`src/rtl/qea_host_ctrl.sv`:
```
// Host-side sequencer for the QEA: loads the context RAM, seeds the state RAM
// with |0...0>, starts the accelerator, times it and streams the final state out.
module qea_host_ctrl #(
    parameter int PE_NUM_WIDTH     = 2,
    parameter int DATA_WIDTH       = 32,
    parameter int NUM_FRAC_BIT     = 30,
    parameter int MAX_QBIT_WIDTH   = 6,
    parameter int STATE_ADDR_WIDTH = 16,
    parameter int CTX_ADDR_WIDTH   = 16
) (
    input  logic                                            clk,
    input  logic                                            rst,
    input  logic                                            i_cmd_valid,
    output logic                                            o_cmd_ready,
    input  logic [MAX_QBIT_WIDTH-1:0]                       i_cmd_qbit_num,
    input  logic [CTX_ADDR_WIDTH:0]                         i_cmd_ins_num,
    input  logic                                            i_ctx_valid,
    output logic                                            o_ctx_ready,
    input  logic [2*DATA_WIDTH-1:0]                         i_ctx_data,
    output logic                                            o_res_valid,
    input  logic                                            i_res_ready,
    output logic [(2**PE_NUM_WIDTH)*2*DATA_WIDTH-1:0]       o_res_data,
    output logic                                            o_res_last,
    output logic                                            o_err,
    output logic [31:0]                                     o_cycle_count,
    output logic                                            o_qea_ctx_we,
    output logic [CTX_ADDR_WIDTH-1:0]                       o_qea_ctx_addr,
    output logic [2*DATA_WIDTH-1:0]                         o_qea_ctx_data,
    output logic                                            o_qea_state_ena,
    output logic                                            o_qea_state_wea,
    output logic [STATE_ADDR_WIDTH-1:0]                     o_qea_state_addra,
    output logic [(2**PE_NUM_WIDTH)*2*DATA_WIDTH-1:0]       o_qea_state_dina,
    output logic                                            o_qea_start,
    output logic [MAX_QBIT_WIDTH-1:0]                       o_qea_qbit_num,
    input  logic                                            i_qea_complete,
    input  logic [(2**PE_NUM_WIDTH)*2*DATA_WIDTH-1:0]       i_qea_state_dout
);
    localparam int PE_NUM = 2 ** PE_NUM_WIDTH;
    localparam int AW     = 2 * DATA_WIDTH;
    localparam int PW     = PE_NUM * AW;
    localparam int CW     = CTX_ADDR_WIDTH + 1;
    // |0...0>: real part 1.0 in the most-significant lane of row 0
    localparam logic [PW-1:0] INIT_ROW = {{(PW-1){1'b0}}, 1'b1} << (PW - DATA_WIDTH + NUM_FRAC_BIT);

    typedef enum logic [2:0] {
        IDLE       = 3'd0,
        LOAD_CTX   = 3'd1,
        INIT_STATE = 3'd2,
        START      = 3'd3,
        RUN        = 3'd4,
        RD_REQ     = 3'd5,
        RD_WAIT    = 3'd6,
        RD_OUT     = 3'd7
    } state_e;

    state_e                      state_q, state_d;
    logic [MAX_QBIT_WIDTH-1:0]   qbit_q, qbit_d;
    logic [CW-1:0]               ins_q, ins_d;
    logic [CW-1:0]               ctx_cnt_q, ctx_cnt_d;
    logic [STATE_ADDR_WIDTH-1:0] last_row_q, last_row_d;
    logic [STATE_ADDR_WIDTH-1:0] row_q, row_d;
    logic                        run_first_q, run_first_d;
    logic                        err_q, err_d;
    logic [PW-1:0]               res_data_q, res_data_d;
    logic [31:0]                 cycle_q, cycle_d;
    logic                        qbit_ok_s;
    logic                        last_hit_s;

    assign qbit_ok_s  = (32'(i_cmd_qbit_num) > 32'(PE_NUM_WIDTH)) &&
                        (32'(i_cmd_qbit_num) <= 32'(STATE_ADDR_WIDTH + PE_NUM_WIDTH));
    assign last_hit_s = (row_q == last_row_q);

    assign o_res_data     = res_data_q;
    assign o_err          = err_q;
    assign o_cycle_count  = cycle_q;
    assign o_qea_qbit_num = qbit_q;

    // Next-state and handshake/RAM-port decode
    always_comb begin
        state_d           = state_q;
        qbit_d            = qbit_q;
        ins_d             = ins_q;
        ctx_cnt_d         = ctx_cnt_q;
        last_row_d        = last_row_q;
        row_d             = row_q;
        run_first_d       = run_first_q;
        err_d             = 1'b0;
        res_data_d        = res_data_q;
        cycle_d           = cycle_q;
        o_cmd_ready       = 1'b0;
        o_ctx_ready       = 1'b0;
        o_qea_ctx_we      = 1'b0;
        o_qea_ctx_addr    = {CTX_ADDR_WIDTH{1'b0}};
        o_qea_ctx_data    = {AW{1'b0}};
        o_qea_state_ena   = 1'b0;
        o_qea_state_wea   = 1'b0;
        o_qea_state_addra = {STATE_ADDR_WIDTH{1'b0}};
        o_qea_state_dina  = {PW{1'b0}};
        o_qea_start       = 1'b0;
        o_res_valid       = 1'b0;
        o_res_last        = 1'b0;
        case (state_q)
            IDLE: begin
                o_cmd_ready = 1'b1;
                if (i_cmd_valid && qbit_ok_s) begin
                    qbit_d     = i_cmd_qbit_num;
                    ins_d      = i_cmd_ins_num;
                    ctx_cnt_d  = {CW{1'b0}};
                    row_d      = {STATE_ADDR_WIDTH{1'b0}};
                    last_row_d = STATE_ADDR_WIDTH'((32'd1 << (32'(i_cmd_qbit_num) - 32'(PE_NUM_WIDTH))) - 32'd1);
                    state_d    = (i_cmd_ins_num == {CW{1'b0}}) ? INIT_STATE : LOAD_CTX;
                end else begin
                    err_d = i_cmd_valid;
                end
            end
            LOAD_CTX: begin
                o_ctx_ready    = 1'b1;
                o_qea_ctx_we   = i_ctx_valid;
                o_qea_ctx_addr = ctx_cnt_q[CTX_ADDR_WIDTH-1:0];
                o_qea_ctx_data = i_ctx_data;
                if (i_ctx_valid) begin
                    ctx_cnt_d = ctx_cnt_q + CW'(1);
                    state_d   = (ctx_cnt_q + CW'(1) == ins_q) ? INIT_STATE : LOAD_CTX;
                end else begin
                    state_d = LOAD_CTX;
                end
            end
            INIT_STATE: begin
                o_qea_state_ena   = 1'b1;
                o_qea_state_wea   = 1'b1;
                o_qea_state_addra = row_q;
                o_qea_state_dina  = (row_q == {STATE_ADDR_WIDTH{1'b0}}) ? INIT_ROW : {PW{1'b0}};
                if (last_hit_s) begin
                    row_d   = {STATE_ADDR_WIDTH{1'b0}};
                    state_d = START;
                end else begin
                    row_d = row_q + STATE_ADDR_WIDTH'(1);
                end
            end
            START: begin
                o_qea_start = 1'b1;
                cycle_d     = 32'd0;
                run_first_d = 1'b1;
                state_d     = RUN;
            end
            RUN: begin
                // completion is still stale from the previous job during the first RUN cycle
                run_first_d = 1'b0;
                if (!run_first_q && i_qea_complete) begin
                    row_d   = {STATE_ADDR_WIDTH{1'b0}};
                    state_d = RD_REQ;
                end else begin
                    cycle_d = (&cycle_q) ? cycle_q : cycle_q + 32'd1;
                end
            end
            RD_REQ: begin
                o_qea_state_ena   = 1'b1;
                o_qea_state_addra = row_q;
                state_d           = RD_WAIT;
            end
            RD_WAIT: begin
                res_data_d = i_qea_state_dout;
                state_d    = RD_OUT;
            end
            RD_OUT: begin
                o_res_valid = 1'b1;
                o_res_last  = last_hit_s;
                if (i_res_ready && last_hit_s) begin
                    state_d = IDLE;
                end else if (i_res_ready) begin
                    row_d   = row_q + STATE_ADDR_WIDTH'(1);
                    state_d = RD_REQ;
                end else begin
                    state_d = RD_OUT;
                end
            end
            default: begin
                state_d = IDLE;
            end
        endcase
    end

    // Control and output registers with synchronous reset
    always_ff @(posedge clk) begin
        if (rst) begin
            state_q     <= IDLE;
            qbit_q      <= {MAX_QBIT_WIDTH{1'b0}};
            ins_q       <= {CW{1'b0}};
            ctx_cnt_q   <= {CW{1'b0}};
            last_row_q  <= {STATE_ADDR_WIDTH{1'b0}};
            row_q       <= {STATE_ADDR_WIDTH{1'b0}};
            run_first_q <= 1'b0;
            err_q       <= 1'b0;
            res_data_q  <= {PW{1'b0}};
        end else begin
            state_q     <= state_d;
            qbit_q      <= qbit_d;
            ins_q       <= ins_d;
            ctx_cnt_q   <= ctx_cnt_d;
            last_row_q  <= last_row_d;
            row_q       <= row_d;
            run_first_q <= run_first_d;
            err_q       <= err_d;
            res_data_q  <= res_data_d;
        end
    end

    // Cycle counter keeps the last job's figure across reset
    always_ff @(posedge clk) begin
        if (!rst) begin
            cycle_q <= cycle_d;
        end
    end
endmodule

```
`config.mk`:
```
export PLATFORM = sky130hd
export DESIGN_NAME = qea_host_ctrl
export DESIGN_NICKNAME = d
export VERILOG_FILES = /design/src/rtl/qea_host_ctrl.sv
export SDC_FILE = /design/constraint.sdc
export NUM_CORES = 1
export LEC_CHECK = 0
export BUFFER_PORTS_ARGS = -buffer_cell sky130_fd_sc_hd__buf_2
export CORE_AREA = 2 2 394 396
export DETAILED_ROUTE_END_ITERATION = 6
export DIE_AREA = 0 0 396 398
export SYNTH_ARGS = -nofsm -noshare
export SYNTH_HDL_FRONTEND = slang
export SYNTH_SLANG_ARGS = --single-unit
```
`constraint.sdc`:
```
create_clock -name clk -period 3.5 [get_ports clk]
set_clock_uncertainty 0.2 [all_clocks]
set_input_delay 0 -clock clk [delete_from_list [all_inputs] [get_ports clk]]
set_output_delay 0 -clock clk [all_outputs]
set_load 0.02 [all_outputs]
```
# ---- Yosys cells after proc, flatten, opt, wreduce, memory -nomap -nowiden
# Index checks and enable logic that the tools add are counted.
dict set report op_classes {
  n_addsub 5
  magnitude_cmp 2
  n_eq_ne 17
  shifts 1
  n_mux 35
  n_bitwise 2
  n_reduce_logical 19
}
# op count
set ops {}
lappend ops {{255-bit 2-to-1 mux} 2}
lappend ops {{16-bit 2-to-1 mux} 7}
lappend ops {{32-bit 2-to-1 mux} 2}
lappend ops {{64-bit 2-to-1 mux} 1}
lappend ops {{16-bit one-hot mux with 4 select lines} 1}
lappend ops {{32-bit one-hot mux with 2 select lines} 1}
lappend ops {{17-bit 2-to-1 mux} 2}
lappend ops {{17-bit one-hot mux with 2 select lines} 1}
lappend ops {{32-bit by 1-bit adder with 32-bit output, second input constant} 1}
lappend ops {{32-bit AND reduction} 1}
lappend ops {{1-bit by 32-bit << shifter with 16-bit output, first input constant} 1}
lappend ops {{3-bit one-hot mux with 8 select lines} 1}
lappend ops {{17-bit by 1-bit adder with 17-bit output, second input constant} 1}
lappend ops {{17-bit == test} 1}
lappend ops {{17-bit logical NOT} 1}
lappend ops {{16-bit by 1-bit adder with 16-bit output, second input constant} 1}
lappend ops {{16-bit == test} 1}
lappend ops {{16-bit logical NOT} 1}
lappend ops {{2-bit inequality test, second input constant} 8}
lappend ops {{16-bit by 1-bit subtractor with 16-bit output, second input constant} 1}
lappend ops {{3-bit == test, second input constant} 4}
lappend ops {{3-bit 2-to-1 mux} 4}
lappend ops {{1-bit 2-to-1 mux} 8}
lappend ops {{2-bit 2-to-1 mux} 4}
lappend ops {{18 further kinds} 25}
dict set report totals {
  reg_bits 365
  in_bits 349
  word_cells 91
}

# ---- Longest topological paths before layout
dict set report depth {
  ltp_word 5
  depth_mapped 15
}

# ---- Least setup slack after synthesis
# OpenSTA, ideal clock, no wires.
dict set report synth_timing {
  path_kind {reg2reg}
  start {register cycle_q[0], in the netlist o_cycle_count[0]}
  end {register cycle_q[0], in the netlist o_cycle_count[0] (enable)}
  arrival_ns 2.775
  required_time_ns 2.879
  path_slack_ns 0.104
  path_stages_with_launch 8
  n_path_buf 0
  synth_period_minus_slack_ns 3.396
  cell_sequence {edfxtp_1 -> ha_1 -> nand3_1 -> nor4_4 -> nand4_1 -> or4_1 -> a21oi_1 -> nor2_1}
}
dict set report synth_via {
  elab_chain_cells 3
}
# item line_no
set synth_lines {}
lappend synth_lines {{start: declaration} 65} ;# logic [31:0] cycle_q, cycle_d;
lappend synth_lines {{start signal: assignment} 211} ;# cycle_q <= cycle_d;
lappend synth_lines {{32-bit AND reduction} 153} ;# cycle_d = (&cycle_q) ? cycle_q : cycle_q + 32'd1;
lappend synth_lines {{2-bit inequality test (no line)} n/a}
lappend synth_lines {{4-bit AND reduction (no line)} n/a}
# Every way passes these cells.
# A chain may end at the register's enable or synchronous reset.

# ---- Worst setup path in the final report
dict set report layout_timing {
  start {register ctx_cnt_q[0]}
  end {register state_q[0]}
}
dict set report layout_via {
  elab_chain_cells 5
}
# item line_no
set layout_lines {}
lappend layout_lines {{start: declaration} 59} ;# logic [CW-1:0] ctx_cnt_q, ctx_cnt_d;
lappend layout_lines {{start signal: assignment} 189} ;# ctx_cnt_q <= {CW{1'b0}};
lappend layout_lines {{start signal: assignment} 199} ;# ctx_cnt_q <= ctx_cnt_d;
lappend layout_lines {{17-bit by 1-bit adder with 17-bit output} 123} ;# state_d = (ctx_cnt_q + CW'(1) == ins_q) ? INIT_STATE : LOAD_CTX;
lappend layout_lines {{17-bit == test} 123}
lappend layout_lines {{2-bit 2-to-1 mux} 123}
lappend layout_lines {{2-bit 2-to-1 mux} 121} ;# if (i_ctx_valid) begin
lappend layout_lines {{3-bit one-hot mux with 8 select lines} 102} ;# case (state_q)
lappend layout_lines {{end signal: assignment} 196} ;# state_q <= state_d;
lappend layout_lines {{end: declaration} 56} ;# state_e state_q, state_d;
# Every way passes these cells.

==> results.cfg <==
[setup_path]
path_cells = ha_1, and3_1, and3_1, a21oi_1, or4_1, and4bb_1, o21ai_1, dlygate4sd3_1
critPathRequiredTime_ns = 3.79
crit_type = register to register
critPathMaxStageDelay_ns = 0.55
crit_buf_inv = 1
critPathLaunchType = register
path_delay_family = simple AND/OR/NAND/NOR gates
cp_max_fo = 7
end_kind = register
crit_arrival_ns = 3.45
slowest_stage = dlygate4sd3_1
crit_path_frequent_cell = and3_1

[floorplanning]
die_h_um = 398
io_pins = 1004
fp.dieW_um = 396
dieArea_mm2 = 0.158
core-area_mm2 = 0.153
num_rows = 144
start_util_pct = 11.5

[routing]
wl_met3_um = 7720
met1_length_um = 39400
vias_per_cell = 3.62
routed.top_layer = met5
first_iter_violations = 1131
dr.pass1.iters = 7
ant_nets = 0
routed_wl_um = 96900
vias = 20657
met2_length_um = 45100
wl_per_cell_um = 17.0
drc = 0

[pwr]
power_uw = 11800
clockPowerShare_pct = 44.8
p_seq_share_pct = 36.3
p_per_area_mw_per_mm2 = 379
ir_drop_v = 0.000349
combPwrFrac_pct = 18.9
switching_share_pct = 30.0
power.internal_uw = 8290
p_switching_uw = 3550
p_leak_uw = 0.0136

[synthesis]
synth_top_area_share_pct = 37.9
synth_compound_area_share_pct = 13.8
netlist_area_mm2 = 0.0176
yosys_warnings = 0
synth_top_family_by_area = simple AND/OR/NAND/NOR gates
synthArstFlopShare_pct = 0
ys_seq_elements = 365
yosysSeqAreaShare_pct = 43.4
syn_area_per_cell_um2 = 7.82
synthAdderAreaFrac_pct = 0.498
syn_inst = 2250
synth_top_area_cell = dfxtp_1
synthSimpleGateAreaFrac_pct = 24.5
yosysUniqueCellTypes = 70
netlist_top_cells_area = dfxtp_1 (38%), nand2_1 (13%), buf_4 (11%)
synth-edff-count = 32
yosysMostFrequentCell = nand2_1
ys_top_cells_by_count = nand2_1 (594), dfxtp_1 (333), a21oi_1 (325), buf_4 (256), clkbuf_1 (128)
synthXorXnorAreaFrac_pct = 3.09
ys.flop_type = dfxtp_1
synth_mux_area_share_pct = 0.121

[timing]
slew_viol_final = 0
finalSetupViolCount = 0
period_share_pct = 90.3
setup_tns_ns = 0
hold_viol = 0
rsz0062_at_grt = false
tightest_slew_ns = 0.874
post-route-min-period_ns = 3.16
slew_headroom_pct = 41.7
max_freq_mhz = 317
layout_setup_ws_ns = 0.341

[outcome]
status = complete, no violations

[cts]
cts-buffers-inserted = 49
cts_setup_buffers = 0
cts_tree = yes
clock_path_buffers = 3
path_clk_slew_ns = 0.06
htreeDepth = 2
cts.sinks = 365
clock_latency_ns = 0.62
cts-root-buf = clkbuf_16

[placement]
io_buffers = 748
routabilityCongestion = 0.883
preCtsSetupSlack_ns = 0.409
dpl-instance-area_mm2 = 0.0228
dp_hpwl_um = 71200
dp.cells = 4931

[global_routing]
grt_max_degree = 110
antenna_found_initial = 26
grt_pass1_wl_um = 134000
grt_pass1_vias = 19702
grt_usage_pct = 11.5
overflow = 0

[cells_and_area]
layout.cells.non_filler = 5707
finalInstanceArea_mm2 = 0.0312
syn2layout_area_growth_pct = 77.4
nets = 3963
fillers = 16789
drive_gt1_share_pct = 24.3

[worst_hold_path]
hp-class = input pin to register

[run]
maxCapViolCount = 0
[power groups by stage]
stage / Clock, uW / Combinational (uW) / Sequential [uW]
global placement: 0 / 1730 / 4390
CTS: 5490 / 2220 / 4300
global route: 5640 / 2390 / 4300
floorplan: 0 / 1260 / 4370
finish: 5300 / 2240 / 4300
detailed placement: 0 / 1740 / 4390
[per-layer routing]
metal / up-vias / global-route usage, %
li1: 9715 / -
met1: 9790 / 14.0
met2: 971 / 18.8
met3: 167 / 2.91
met4: 14 / 5.36
met5: - / 0
[state kept, by name, summed over array words and instances, names as in the netlist]
register	flops
last_row_q	16
run_first_q	1
ctx_cnt_q	17
o_err	1
o_res_data	256
o_qea_qbit_num	6
ins_q	17
o_cycle_count	32
row_q	16
state_q	3
[layout make-up]
class | instances | area [um2] | area share, %
Antenna cell | 18 | 45.0 | 0.144
Clock buffer | 64 | 1340 | 4.30
Clock inverter | 25 | 337 | 1.08
Inverter | 22 | 82.6 | 0.265
Multi-Input combinational cell | 1715 | 8380 | 26.8
Sequential cell | 365 | 7630 | 24.4
Tap cell | 2044 | 2560 | 8.19
Timing Repair Buffer | 1454 | 10800 | 34.7
[repair_timing]
action | in CTS | in global routing
resized for setup | 1 | 0
endpoints found under the setup margin | 1 | 0
endpoints found under the hold margin | 331 | 0
hold buffers | 669 | 0
[tightest hold or removal path: cells and delay by family]
kind / cells / cell delay (ns)
AOI/OAI and AO/OA: 1 / 0.06
and+or+nand+nor: 1 / 0.09
buffers and inverters: 2 / 0.70
[cell usage in the layout, fill, tap and decap left out, drive strengths merged, types with 22 or more instances in the layout]
cell type / Yosys / final
buf: 274 / 785
dfxtp: 333 / 333
a21oi: 325 / 325
o21ai: 44 / 44
dlygate4sd3: 0 / 669
xnor2: 22 / 22
nand3: 34 / 34
nor2: 83 / 83
and2: 97 / 97
xor2: 40 / 40
edfxtp: 32 / 32
clkbuf: 128 / 64
nand2: 594 / 594
nand4: 29 / 29
inv: 22 / 25
conb: 1 / 255
[kinds of logic (layout without fill, tap and decap cells)]
group	count (synthesis)	in the layout
buf+inv	424	1565
simple gates	949	949
fa+ha+maj	7	7
compound gates	440	440
mux	2	2
other cells	1	273
xor+xnor	62	62
flops	365	365
[stage by stage]
stage | hold slack, ns | utilization [%]
floorplan | -0.0903 | -
global placement | 0.0399 | 14.9
detailed placement | 0.0446 | 14.9
CTS | 0.000113 | 20.3
global route | 0.0520 | 20.3
finish | 0.0545 | 20.4
[final timing paths]
path	slack (ns)	to	from	cells past startpoint
min reg2reg	0.25	o_res_data[24]	o_res_data[24]	2
max	0.34	state_q[0]	ctx_cnt_q[0]	8
max reg2reg	0.34	state_q[0]	ctx_cnt_q[0]	8
min	0.05	o_res_data[86]	i_qea_state_dout[86]	4
Power figures use the tool's default switching activity.
